===== config.mk =====
export PLATFORM = sky130hd
export DESIGN_NAME = i2c_target_regs
export DESIGN_NICKNAME = d
export VERILOG_FILES = /design/src/rtl/i2c_target_regs.sv
export SDC_FILE = /design/constraint.sdc
export NUM_CORES = 1
export LEC_CHECK = 0
export BUFFER_PORTS_ARGS = -buffer_cell sky130_fd_sc_hd__buf_2
export CAP_MARGIN = 25
export CORE_MARGIN = 8
export CORE_UTILIZATION = 62
export CTS_BUF_LIST = sky130_fd_sc_hd__clkbuf_4 sky130_fd_sc_hd__clkbuf_8
export DETAILED_ROUTE_END_ITERATION = 6
export PLACE_DENSITY = 0.86
export SYNTH_ARGS = -nofsm -noshare
export SYNTH_HDL_FRONTEND = slang
export SYNTH_SLANG_ARGS = --single-unit

===== constraint.sdc =====
create_clock -name clk -period 3 [get_ports clk]
set_clock_uncertainty 0.1 [all_clocks]
set_input_delay 0.45 -clock clk [delete_from_list [all_inputs] [get_ports clk]]
set_output_delay 0.45 -clock clk [all_outputs]
set_load 0.005 [all_outputs]

===== src/rtl/i2c_target_regs.sv =====
// i2c_target_regs: I2C target that exposes a bank of 8-bit registers.
// The first data byte of a write sets the register pointer; later bytes are
// written through a one-cycle strobe. Reads stream bytes from the pointer.
// The pointer auto-increments after every byte and wraps at NUM_REGS.
//
// Ports:
//   clk, reset        system clock, synchronous active-high reset
//   scl_in, sda_in    raw open-drain pad values
//   scl_oe, sda_oe    1 = pull the line low
//   wr_en/addr/data   register write strobe, index and byte
//   rd_addr, rd_data  register read index and combinational read data
//   busy              high between START and STOP
//
// Build option: define I2C_CLOCK_STRETCH_EN to hold SCL low for
// STRETCH_CYCLES clocks at the end of every ACK/CACK bit.
module i2c_target_regs #(
   parameter logic [6:0]  ADDRESS        = 7'h42,
   parameter int unsigned NUM_REGS       = 16,
   parameter int unsigned STRETCH_CYCLES = 4,
   localparam int unsigned PTR_W         = $clog2(NUM_REGS)
) (
   input  logic             clk,
   input  logic             reset,
   input  logic             scl_in,
   input  logic             sda_in,
   output logic             scl_oe,
   output logic             sda_oe,
   output logic             wr_en,
   output logic [PTR_W-1:0] wr_addr,
   output logic [7:0]       wr_data,
   output logic [PTR_W-1:0] rd_addr,
   input  logic [7:0]       rd_data,
   output logic             busy
);

   localparam logic [3:0] S_IDLE       = 4'd0;
   localparam logic [3:0] S_ADDR       = 4'd1;
   localparam logic [3:0] S_ADDR_ACK   = 4'd2;
   localparam logic [3:0] S_PTR        = 4'd3;
   localparam logic [3:0] S_PTR_ACK    = 4'd4;
   localparam logic [3:0] S_WDATA      = 4'd5;
   localparam logic [3:0] S_WDATA_ACK  = 4'd6;
   localparam logic [3:0] S_RDATA      = 4'd7;
   localparam logic [3:0] S_RDATA_CACK = 4'd8;

   // Pad synchronisers plus one delayed copy for edge detection
   logic r_scl_m, r_scl_s, r_scl_q;
   logic r_sda_m, r_sda_s, r_sda_q;

   always_ff @(posedge clk) begin
      if (reset) begin
         r_scl_m <= 1'b1; r_scl_s <= 1'b1; r_scl_q <= 1'b1;
         r_sda_m <= 1'b1; r_sda_s <= 1'b1; r_sda_q <= 1'b1;
      end else begin
         r_scl_m <= scl_in; r_scl_s <= r_scl_m; r_scl_q <= r_scl_s;
         r_sda_m <= sda_in; r_sda_s <= r_sda_m; r_sda_q <= r_sda_s;
      end
   end

   logic w_scl_rise, w_scl_fall, w_start, w_stop;
   assign w_scl_rise = r_scl_s & ~r_scl_q;
   assign w_scl_fall = ~r_scl_s & r_scl_q;
   assign w_start    = r_scl_s & r_scl_q & r_sda_q & ~r_sda_s;
   assign w_stop     = r_scl_s & r_scl_q & ~r_sda_q & r_sda_s;

   logic [3:0]       r_state,   w_state_nxt;
   logic [2:0]       r_bit_cnt, w_bit_cnt_nxt;
   logic [6:0]       r_shift,   w_shift_nxt;
   logic [PTR_W-1:0] r_ptr,     w_ptr_nxt;
   logic             r_sda_oe,  w_sda_oe_nxt;
   logic             r_wr_en,   w_wr_en_nxt;
   logic [PTR_W-1:0] r_wr_addr, w_wr_addr_nxt;
   logic [7:0]       r_wr_data, w_wr_data_nxt;
   logic             r_busy,    w_busy_nxt;
   logic             r_rw,      w_rw_nxt;
   logic             r_cack_ok, w_cack_ok_nxt;
   logic             w_ack_end, w_proceed;
   logic [7:0]       w_byte;

   // Byte completed by the bit sampled on the current SCL rise
   assign w_byte = {r_shift, r_sda_s};

`ifdef I2C_CLOCK_STRETCH_EN
   localparam int unsigned STR_W = $clog2(STRETCH_CYCLES + 1);
   logic             r_scl_oe,  w_scl_oe_nxt;
   logic             r_str_act, w_str_act_nxt;
   logic [STR_W-1:0] r_str_cnt, w_str_cnt_nxt;
`endif

   // Next-state and datapath logic
   always_comb begin
      w_state_nxt   = r_state;
      w_bit_cnt_nxt = r_bit_cnt;
      w_shift_nxt   = r_shift;
      w_ptr_nxt     = r_ptr;
      w_sda_oe_nxt  = r_sda_oe;
      w_wr_en_nxt   = 1'b0;
      w_wr_addr_nxt = r_wr_addr;
      w_wr_data_nxt = r_wr_data;
      w_busy_nxt    = r_busy;
      w_rw_nxt      = r_rw;
      w_cack_ok_nxt = r_cack_ok;
      w_ack_end     = 1'b0;
      w_proceed     = 1'b0;
`ifdef I2C_CLOCK_STRETCH_EN
      w_scl_oe_nxt  = r_scl_oe;
      w_str_act_nxt = r_str_act;
      w_str_cnt_nxt = r_str_cnt;
`endif
      if (w_start) begin
         w_state_nxt   = S_ADDR;
         w_bit_cnt_nxt = 3'd0;
         w_sda_oe_nxt  = 1'b0;
         w_busy_nxt    = 1'b1;
         w_cack_ok_nxt = 1'b0;
`ifdef I2C_CLOCK_STRETCH_EN
         w_scl_oe_nxt  = 1'b0;
         w_str_act_nxt = 1'b0;
`endif
      end else if (w_stop) begin
         w_state_nxt  = S_IDLE;
         w_sda_oe_nxt = 1'b0;
         w_busy_nxt   = 1'b0;
`ifdef I2C_CLOCK_STRETCH_EN
         w_scl_oe_nxt  = 1'b0;
         w_str_act_nxt = 1'b0;
`endif
      end
`ifdef I2C_CLOCK_STRETCH_EN
      // SCL is held low by us here, so no bus edges need handling
      else if (r_str_act) begin
         if (r_str_cnt == '0) begin
            w_scl_oe_nxt  = 1'b0;
            w_str_act_nxt = 1'b0;
            w_proceed     = 1'b1;
         end else begin
            w_str_cnt_nxt = r_str_cnt - STR_W'(1);
         end
      end
`endif
      else begin
         case (r_state)
            S_ADDR, S_PTR, S_WDATA: begin
               if (w_scl_rise) begin
                  w_shift_nxt   = w_byte[6:0];
                  w_bit_cnt_nxt = r_bit_cnt + 3'd1;
                  if (r_bit_cnt == 3'd7) begin
                     if (r_state == S_ADDR) begin
                        if (w_byte[7:1] == ADDRESS) begin
                           w_state_nxt = S_ADDR_ACK;
                           w_rw_nxt    = w_byte[0];
                        end else begin
                           w_state_nxt = S_IDLE;
                        end
                     end else if (r_state == S_PTR) begin
                        w_ptr_nxt   = w_byte[PTR_W-1:0];
                        w_state_nxt = S_PTR_ACK;
                     end else begin
                        w_wr_en_nxt   = 1'b1;
                        w_wr_addr_nxt = r_ptr;
                        w_wr_data_nxt = w_byte;
                        w_state_nxt   = S_WDATA_ACK;
                     end
                  end
               end
            end
            // First fall drives ACK, second fall (end of 9th bit) releases it
            S_ADDR_ACK, S_PTR_ACK, S_WDATA_ACK: begin
               if (w_scl_fall) begin
                  if (!r_sda_oe) w_sda_oe_nxt = 1'b1;
                  else           w_ack_end    = 1'b1;
               end
            end
            S_RDATA: begin
               if (w_scl_fall) begin
                  if (r_bit_cnt == 3'd7) begin
                     w_sda_oe_nxt  = 1'b0;
                     w_state_nxt   = S_RDATA_CACK;
                     w_cack_ok_nxt = 1'b0;
                  end else begin
                     w_sda_oe_nxt  = ~r_shift[6];
                     w_shift_nxt   = {r_shift[5:0], 1'b0};
                     w_bit_cnt_nxt = r_bit_cnt + 3'd1;
                  end
               end
            end
            // Pointer advances on the ACK rise so rd_data is ready at the fall
            S_RDATA_CACK: begin
               if (w_scl_rise) begin
                  if (!r_sda_s) begin
                     w_cack_ok_nxt = 1'b1;
                     w_ptr_nxt     = r_ptr + PTR_W'(1);
                  end else begin
                     w_state_nxt = S_IDLE;
                  end
               end else if (w_scl_fall && r_cack_ok) begin
                  w_ack_end = 1'b1;
               end
            end
            default: ;
         endcase
         if (w_ack_end) begin
            w_sda_oe_nxt = 1'b0;
`ifdef I2C_CLOCK_STRETCH_EN
            w_scl_oe_nxt  = 1'b1;
            w_str_act_nxt = 1'b1;
            w_str_cnt_nxt = STR_W'(STRETCH_CYCLES - 1);
`else
            w_proceed = 1'b1;
`endif
         end
      end
      // Leave an ACK/CACK bit and start the following byte
      if (w_proceed) begin
         w_bit_cnt_nxt = 3'd0;
         if ((r_state == S_RDATA_CACK) || ((r_state == S_ADDR_ACK) && r_rw)) begin
            w_state_nxt  = S_RDATA;
            w_shift_nxt  = rd_data[6:0];
            w_sda_oe_nxt = ~rd_data[7];
         end else if (r_state == S_ADDR_ACK) begin
            w_state_nxt = S_PTR;
         end else begin
            w_state_nxt = S_WDATA;
            if (r_state == S_WDATA_ACK) w_ptr_nxt = r_ptr + PTR_W'(1);
         end
      end
   end

   always_ff @(posedge clk) begin
      if (reset) begin
         r_state   <= S_IDLE;
         r_bit_cnt <= 3'd0;
         r_shift   <= 7'd0;
         r_ptr     <= '0;
         r_sda_oe  <= 1'b0;
         r_wr_en   <= 1'b0;
         r_wr_addr <= '0;
         r_wr_data <= 8'd0;
         r_busy    <= 1'b0;
         r_rw      <= 1'b0;
         r_cack_ok <= 1'b0;
      end else begin
         r_state   <= w_state_nxt;
         r_bit_cnt <= w_bit_cnt_nxt;
         r_shift   <= w_shift_nxt;
         r_ptr     <= w_ptr_nxt;
         r_sda_oe  <= w_sda_oe_nxt;
         r_wr_en   <= w_wr_en_nxt;
         r_wr_addr <= w_wr_addr_nxt;
         r_wr_data <= w_wr_data_nxt;
         r_busy    <= w_busy_nxt;
         r_rw      <= w_rw_nxt;
         r_cack_ok <= w_cack_ok_nxt;
      end
   end

`ifdef I2C_CLOCK_STRETCH_EN
   always_ff @(posedge clk) begin
      if (reset) begin
         r_scl_oe  <= 1'b0;
         r_str_act <= 1'b0;
         r_str_cnt <= '0;
      end else begin
         r_scl_oe  <= w_scl_oe_nxt;
         r_str_act <= w_str_act_nxt;
         r_str_cnt <= w_str_cnt_nxt;
      end
   end
   assign scl_oe = r_scl_oe;
`else
   logic w_unused_stretch;
   assign w_unused_stretch = 1'(STRETCH_CYCLES);
   assign scl_oe = 1'b0;
`endif

   assign sda_oe  = r_sda_oe;
   assign wr_en   = r_wr_en;
   assign wr_addr = r_wr_addr;
   assign wr_data = r_wr_data;
   assign rd_addr = r_ptr;
   assign busy    = r_busy;

endmodule


==> metrics.csv, run 1 <==
stage;metric;value;unit
logic_synthesis;synth_seq_area_share;0.414;
clocking;cts.clk_slew.worst_paths;120;ps
die;die_h;72.6;µm
worst_setup_path;path_class;register to register;
worst_setup_path;start_kind;register;
global_routing;overflow;0;
clocking;cts_max_path_buffers;2;
die;core_region_area;3050;µm²
worst_setup_path;end_kind;register;
layout;syn2layout_area_growth;12.4;%
drt;first_iter_violations;203;
logic_synthesis;synth_edf_count;0;
clocking;clk_latency;350;ps
layout;antenna_cells;0;
clocking;cts-root-buf;clkbuf_4;
drt;wire_per_inst;14.5;µm
drt;route.detailed.drc;0;
sta;rsz0062_at_grt;no;
placement;gp_congestion;0.953;
sta;tightest_slew;797;ps
layout;layout-drive-gt1-share;0.197;
global_routing;grt_pass1_vias;1581;
logic_synthesis;synth_seq_cells;41;
layout;multi_input_area;1080;µm²
layout;regArea;821;µm²
global_routing;grt_max_degree;34;
worst_setup_path;path_max_fanout;14;
layout;fillerInstances;252;
power;power;1000;µW
sta;period_needed;2180;ps
global_routing;grt.total_usage;0.165;
logic_synthesis;syn-num-nets;235;
power;power.leakage;0.000930;µW
sta;finalHoldViolCount;0;
sta;holdWs;170;ps
placement;dp.cells;285;
drt;drtAntennaViolNets;0;
die;die_w;72.6;µm
clocking;cts.sinks;41;
sta;finalSetupTns;0;ps
layout;fin_util;0.730;
die;io_pins;32;
layout;instances_no_fill;293;
logic_synthesis;async_flop_share;0;
logic_synthesis;synthCells;220;
run_status;status;complete, no violations;
global_routing;antenna_found_initial;0;
placement;place_hpwl;3140;µm
worst_setup_path;cp.arrival;2300;ps
logic_synthesis;netlist_area;1980;µm²
sta;period_share;0.725;
drt;vias;1697;
layout;nNetsFinal;263;
worst_setup_path;required;3130;ps
logic_synthesis;synth_cell_type_count;52;
sta;slew_headroom;0.467;
sta;drv_slew;0;
layout;mostFrequentLayoutCells;41 x dfxtp_1, 32 x nor2_1, 30 x buf_2;
placement;io_buffer_count;30;
global_routing;grt_pass1_wl;6990;µm
power;vdd_ir_drop_max;0.415;mV
die;dieArea;5270;µm²
layout;mostFrequentLayoutCell;dfxtp_1;
drt;drtPass1Iterations;4;
clocking;post_cts_buffers;0;
clocking;cts_hold_buffers;0;
sta;setup_violations;0;
min_path;hold_path.class;input port to register;
die;start_util;0.650;
logic_synthesis;synth_ff_type;dfxtp_1;
drt;routed_wl;4250;µm
sta;max_freq;460;MHz
logic_synthesis;ys_warn_count;0;
power;power_density;450;nW/µm²
die;rows;20;
clocking;cts-buffers-inserted;5;
clocking;cts_tree;built;
clocking;cts_resized;0;
drt;viasPerCell;5.79;
logic_synthesis;avgSynthCellArea;9.02;µm²
clocking;h-tree-depth;2;
run;drv_cap;0;
-- logic make-up (layout without fill, tap and decap cells) --
logic type / after synthesis / after routing / synth area share
AO/OA/AOI/OAI: 49 / 49 / 0.157
XOR/XNOR: 3 / 3 / 0.0132
adder cells (fa/ha/maj): 3 / 3 / 0.0189
buffers and inverters: 16 / 45 / 0.0397
flip-flops: 41 / 41 / 0.414
multiplexers: 23 / 23 / 0.116
other: 1 / 1 / 0.00189
AND/OR/NAND/NOR: 84 / 84 / 0.240
-- through the flow --
step           worst slack [ps]  cell area [µm²]
3_5_place_dp                791             2140
3_3_place_gp                883             2140
2_1_floorplan              1110             1980
4_1_cts                     780             2230
6_report                    824             2230
5_1_grt                     622             2230
-- state kept, by name (all words and copies together) (netlist names) --
name and flops:
r_rw 1, r_shift 7, sda_oe 1, wr_en 1, r_state 4, r_scl_m 1, r_scl_s 1, r_cack_ok 1
r_sda_m 1, r_sda_q 1, r_bit_cnt 3, wr_addr 4, r_scl_q 1, r_sda_s 1, rd_addr 4, wr_data 8
busy 1
-- path summary, 6_finish.rpt --
kind | from | to | slack (ps) | depth (start not counted)
min reg2reg | r_scl_m$_SDFF_PP1_ | r_scl_s$_SDFF_PP1_ | 320 | 1
min | scl_in | r_scl_m$_SDFF_PP1_ | 170 | 2
max | r_bit_cnt[0]$_SDFFE_PP0P_ | wr_data[5]$_SDFFE_PP0P_ | 820 | 6
max reg2reg | r_bit_cnt[0]$_SDFFE_PP0P_ | wr_data[5]$_SDFFE_PP0P_ | 820 | 6
-- power breakdown --
group / internal, µW / switching, µW / total (µW) / leakage, µW
combinational: 25.2 / 31.1 / 56.3 / 0.000550
clock: 208 / 174 / 382 / 0.0000489
sequential: 552 / 14.2 / 566 / 0.000332
-- final cells by class --
cell class	count	share of cell area
Multi-Input combinational cell	163	0.487
Sequential cell	41	0.368
Timing Repair Buffer	31	0.0707
Clock buffer	7	0.0264
Tap cell	44	0.0247
Clock inverter	1	0.0135
Inverter	6	0.0101
-- layer usage --
layer	global-route usage	routed length (µm)	part of all wire
met5	0	0	0
met3	0.0591	344	0.081
met4	0.0667	71	0.017
met2	0.278	2010	0.47
met1	0.184	1820	0.43
-- synth_stat cells, drive strengths merged, types with 2 or more instances --
cell type | n | share of area
dfxtp | 41 | 0.41
nor2 | 32 | 0.061
mux2i | 23 | 0.12
a21oi | 14 | 0.035
o21ai | 13 | 0.033
buf | 6 | 0.021
inv | 6 | 0.011
nand2 | 6 | 0.011
nor2b | 6 | 0.019
or2 | 6 | 0.019
nand2b | 5 | 0.016
a211oi | 4 | 0.015
clkbuf | 4 | 0.0076
nand3 | 4 | 0.013
nand3b | 4 | 0.015
nor3 | 4 | 0.010
a31oi | 3 | 0.0095
ha | 3 | 0.019
or3 | 3 | 0.0095
a22oi | 2 | 0.0076
and2 | 2 | 0.0063
nand4b | 2 | 0.0088
nor4 | 2 | 0.0095
nor4b | 2 | 0.016
o32ai | 2 | 0.0088
xnor2 | 2 | 0.0088
-- critical path: stages (launching register included) --
cell and delay, ps:
dfxtp_1 370, ha_1 160, ha_1 230, and3b_1 200
nand3_1 550, mux2i_1 380, nor2_1 70
(Power assumes the default switching activity.)
==> run 2: changes to the inputs <==
--- a/config.mk
+++ b/config.mk
@@ -5,13 +5,14 @@
 export SDC_FILE = /design/constraint.sdc
 export NUM_CORES = 1
 export LEC_CHECK = 0
+export ABC_AREA = 1
 export BUFFER_PORTS_ARGS = -buffer_cell sky130_fd_sc_hd__buf_2
 export CAP_MARGIN = 25
 export CORE_MARGIN = 8
-export CORE_UTILIZATION = 62
+export CORE_UTILIZATION = 54
 export CTS_BUF_LIST = sky130_fd_sc_hd__clkbuf_4 sky130_fd_sc_hd__clkbuf_8
 export DETAILED_ROUTE_END_ITERATION = 6
-export PLACE_DENSITY = 0.86
+export PLACE_DENSITY = 0.79
 export SYNTH_ARGS = -nofsm -noshare
 export SYNTH_HDL_FRONTEND = slang
 export SYNTH_SLANG_ARGS = --single-unit
==> constraint.sdc (replaced) <==
create_clock -name clk -period 1.95 [get_ports clk]
set_clock_uncertainty 0.1 [all_clocks]
set_input_delay 0.2925 -clock clk [delete_from_list [all_inputs] [get_ports clk]]
set_output_delay 0.2925 -clock clk [all_outputs]
set_load 0.005 [all_outputs]
==> run 2 against run 1 <==
Clock power increased by 52%. Global-route usage increased by 1.5 points. Setup slack got worse by 670 ps. Non-clock buffer count increased by 16. First-iteration DRC count increased by 36%. Combinational power increased to 12 times the previous value. Utilization decreased by 9.0 points. Count of clock-buffer cells in the layout decreased by 1. Register-to-register slack got worse by 670 ps. Final cell count increased by 56%. Area after synthesis increased by 20%. Die area increased by 29%. Critical path type unchanged. Largest power group unchanged.
==> metrics.csv, run 2 <==
stage;metric;value;unit
run_status;status;complete, no violations;
worst_setup_path;path_class;register to register;
clocking;cts-root-buf;clkbuf_8;
worst_setup_path;cp_slowest_cell;dfxtp_1;
placement;place_hpwl;4370;µm
sta;drv_slew;0;
drt;first_iter_violations;276;
worst_setup_path;cp.arrival;1930;ps
logic_synthesis;async_flop_share;0;
logic_synthesis;synth_area_leader_cell;dfxtp_1;
placement;gp_congestion;0.936;
logic_synthesis;avgSynthCellArea;6.54;µm²
drt;vias;2503;
clocking;cts.clk_slew.worst_paths;80;ps
sta;max_freq;557;MHz
sta;finalSetupTns;0;ps
worst_setup_path;crit_chain;inv_2 > nor2_2 > nand2_2 > nand2_1 > nand2_1 > nand2_2 > nand2_2 > inv_1 > nor2_1 > nor2_1;
die;die_h;82.3;µm
power;power_density;809;nW/µm²
sta;timing.final.ws_setup;155;ps
drt;routed_wl;5800;µm
die;start_util;0.552;
sta;setup_violations;0;
power;power.leakage;0.00127;µW
sta;rsz0062_at_grt;no;
clocking;h-tree-depth;2;
layout;syn2layout_area_growth;16.0;%
placement;io_buffer_count;30;
worst_setup_path;crit_top_cell;nand2_2;
layout;largest_reg_flops;8;
logic_synthesis;synthMuxAreaShare;0;
die;dieArea;6770;µm²
logic_synthesis;ys_warn_count;0;
power;vdd_ir_drop_max;0.660;mV
worst_setup_path;crit_buf_inv;2;
clocking;cts_max_path_buffers;2;
layout;mostFrequentLayoutCell;nand2_1;
sta;period_share;0.920;
worst_setup_path;max_stage_delay;440;ps
logic_synthesis;yosys-top-cells-area;dfxtp_1 35%, nand2_1 12%, o21ai_0 7.4%;
global_routing;grt.total_usage;0.181;
logic_synthesis;netlist.area_leader.share;0.346;
drt;wire_per_inst;12.7;µm
layout;fin_util;0.641;
logic_synthesis;syn-num-nets;378;
sta;holdWs;74.9;ps
die;core_region_area;4290;µm²
die;die_w;82.3;µm
logic_synthesis;netlist_area;2370;µm²
worst_setup_path;path_max_fanout;10;
clocking;cts-buffers-inserted;5;
logic_synthesis;synth_ff_type;dfxtp_1;
die;rows;24;
clocking;cts_tree;built;
drt;route.detailed.drc;0;
placement;place_area;2640;µm²
logic_synthesis;synth_fa_ha_area_frac;0.0158;
drt;drtPass1Iterations;5;
placement;pre_cts_slack;144;ps
logic_synthesis;synth_top_family_by_area;simple AND/OR/NAND/NOR gates;
logic_synthesis;yosysMostFrequentCell;nand2_1;
worst_setup_path;cp_top_family;simple AND/OR/NAND/NOR gates;
run;drv_cap;0;
layout;nNetsFinal;418;
logic_synthesis;synth_edf_count;0;
layout;final_area;2750;µm²
drt;viasPerCell;5.49;
logic_synthesis;synth_cell_type_count;33;
worst_setup_path;start_kind;register;
layout;antenna_cells;0;
sta;period_needed;1790;ps
logic_synthesis;synth_seq_cells;41;
logic_synthesis;yosys.area_share.simple;0.307;
global_routing;grt_max_degree;24;
sta;finalHoldViolCount;0;
min_path;hold_path.class;input port to register;
global_routing;antenna_found_initial;0;
clocking;clk_latency;290;ps
drt;drtAntennaViolNets;0;
global_routing;grt_pass1_vias;2102;
worst_setup_path;end_kind;register;
logic_synthesis;synth_compound_area_frac;0.214;
layout;mostFrequentLayoutCells;74 x nand2_1, 45 x inv_1, 43 x nor2_1;
die;io_pins;32;
global_routing;grt_pass1_wl;9720;µm
global_routing;overflow;0;
worst_setup_path;required;2080;ps
logic_synthesis;synth_seq_area_share;0.346;
clocking;cts.sinks;41;
logic_synthesis;synthCells;363;
layout;layout-drive-gt1-share;0.188;
logic_synthesis;synth_common_cells;74 x nand2_1, 45 x inv_1, 44 x nor2_1;
logic_synthesis;synth_xor_area_frac;0.00738;
run 2: changes by cell type after synthesis, moves of 7 or more:
cell,delta
nand2_1,+68
inv_1,+39
o21ai_0,+25
mux2i_1,-23
nand3_1,+19
nor2_1,+12
o211ai_1,+11
a21oi_1,+8
nand4_1,+7
run 2: metrics by stage:
| stage | cells | power, µW |
|---|---|---|
| after global placement | 446 | 1620 |
| after detailed placement | 446 | 1630 |
| after CTS | 454 | 2210 |
| after global routing | 456 | 2370 |
| after floorplan | 363 | 1430 |
| final | 456 | 2230 |
run 2: final cells by class:
class	instances	area, µm²
timing repair buffer	47	290
multi-input combinational	260	1300
inverter	48	180
tap	52	65.1
clock buffer	6	82.6
sequential	41	822
fill	400	1540
clock inverter	2	13.8
run 2: final timing paths:
kind | start | end | slack (ps) | cells after the start
hold / removal | sda_in | r_sda_m$_SDFF_PP1_ | 70 | 2
setup reg to reg | r_state[1]$_SDFFE_PP0P_ | r_shift[6]$_SDFF_PP0_ | 160 | 10
setup / recovery | r_state[1]$_SDFFE_PP0P_ | r_shift[6]$_SDFF_PP0_ | 160 | 10
hold reg to reg | r_sda_m$_SDFF_PP1_ | r_sda_s$_SDFF_PP1_ | 310 | 1
run 2: cells by family (layout without fill, tap and decap cells):
kind of cell | after synthesis | count (layout)
compound gates | 86 | 86
xor+xnor | 2 | 2
fa+ha+maj | 3 | 3
buf+inv | 62 | 103
flops | 41 | 41
other cells | 1 | 1
simple gates | 168 | 168
run 2: per-layer routing:
metal | share of wire | up-vias | wire length (µm) | track usage
met5 | 0 | - | 0 | 0
met4 | 0.013 | 0 | 74 | 0.0702
met3 | 0.080 | 9 | 467 | 0.0390
met2 | 0.45 | 95 | 2600 | 0.274
met1 | 0.46 | 1129 | 2660 | 0.244
li1 | - | 1270 | - | -
run 2: report_power, final:
| group | leakage [µW] | total (µW) | switching, µW | internal (µW) |
|---|---|---|---|---|
| logic | 0.000888 | 688 | 439 | 249 |
| clock network | 0.0000512 | 580 | 293 | 287 |
| registers | 0.000333 | 959 | 71.5 | 888 |
run 2: what timing repair did:
item | 4_1_cts | 5_1_grt
setup endpoints to repair | 0 | 4
gates resized for setup | 0 | 2
hold buffers | 0 | 0
setup buffers | 0 | 2
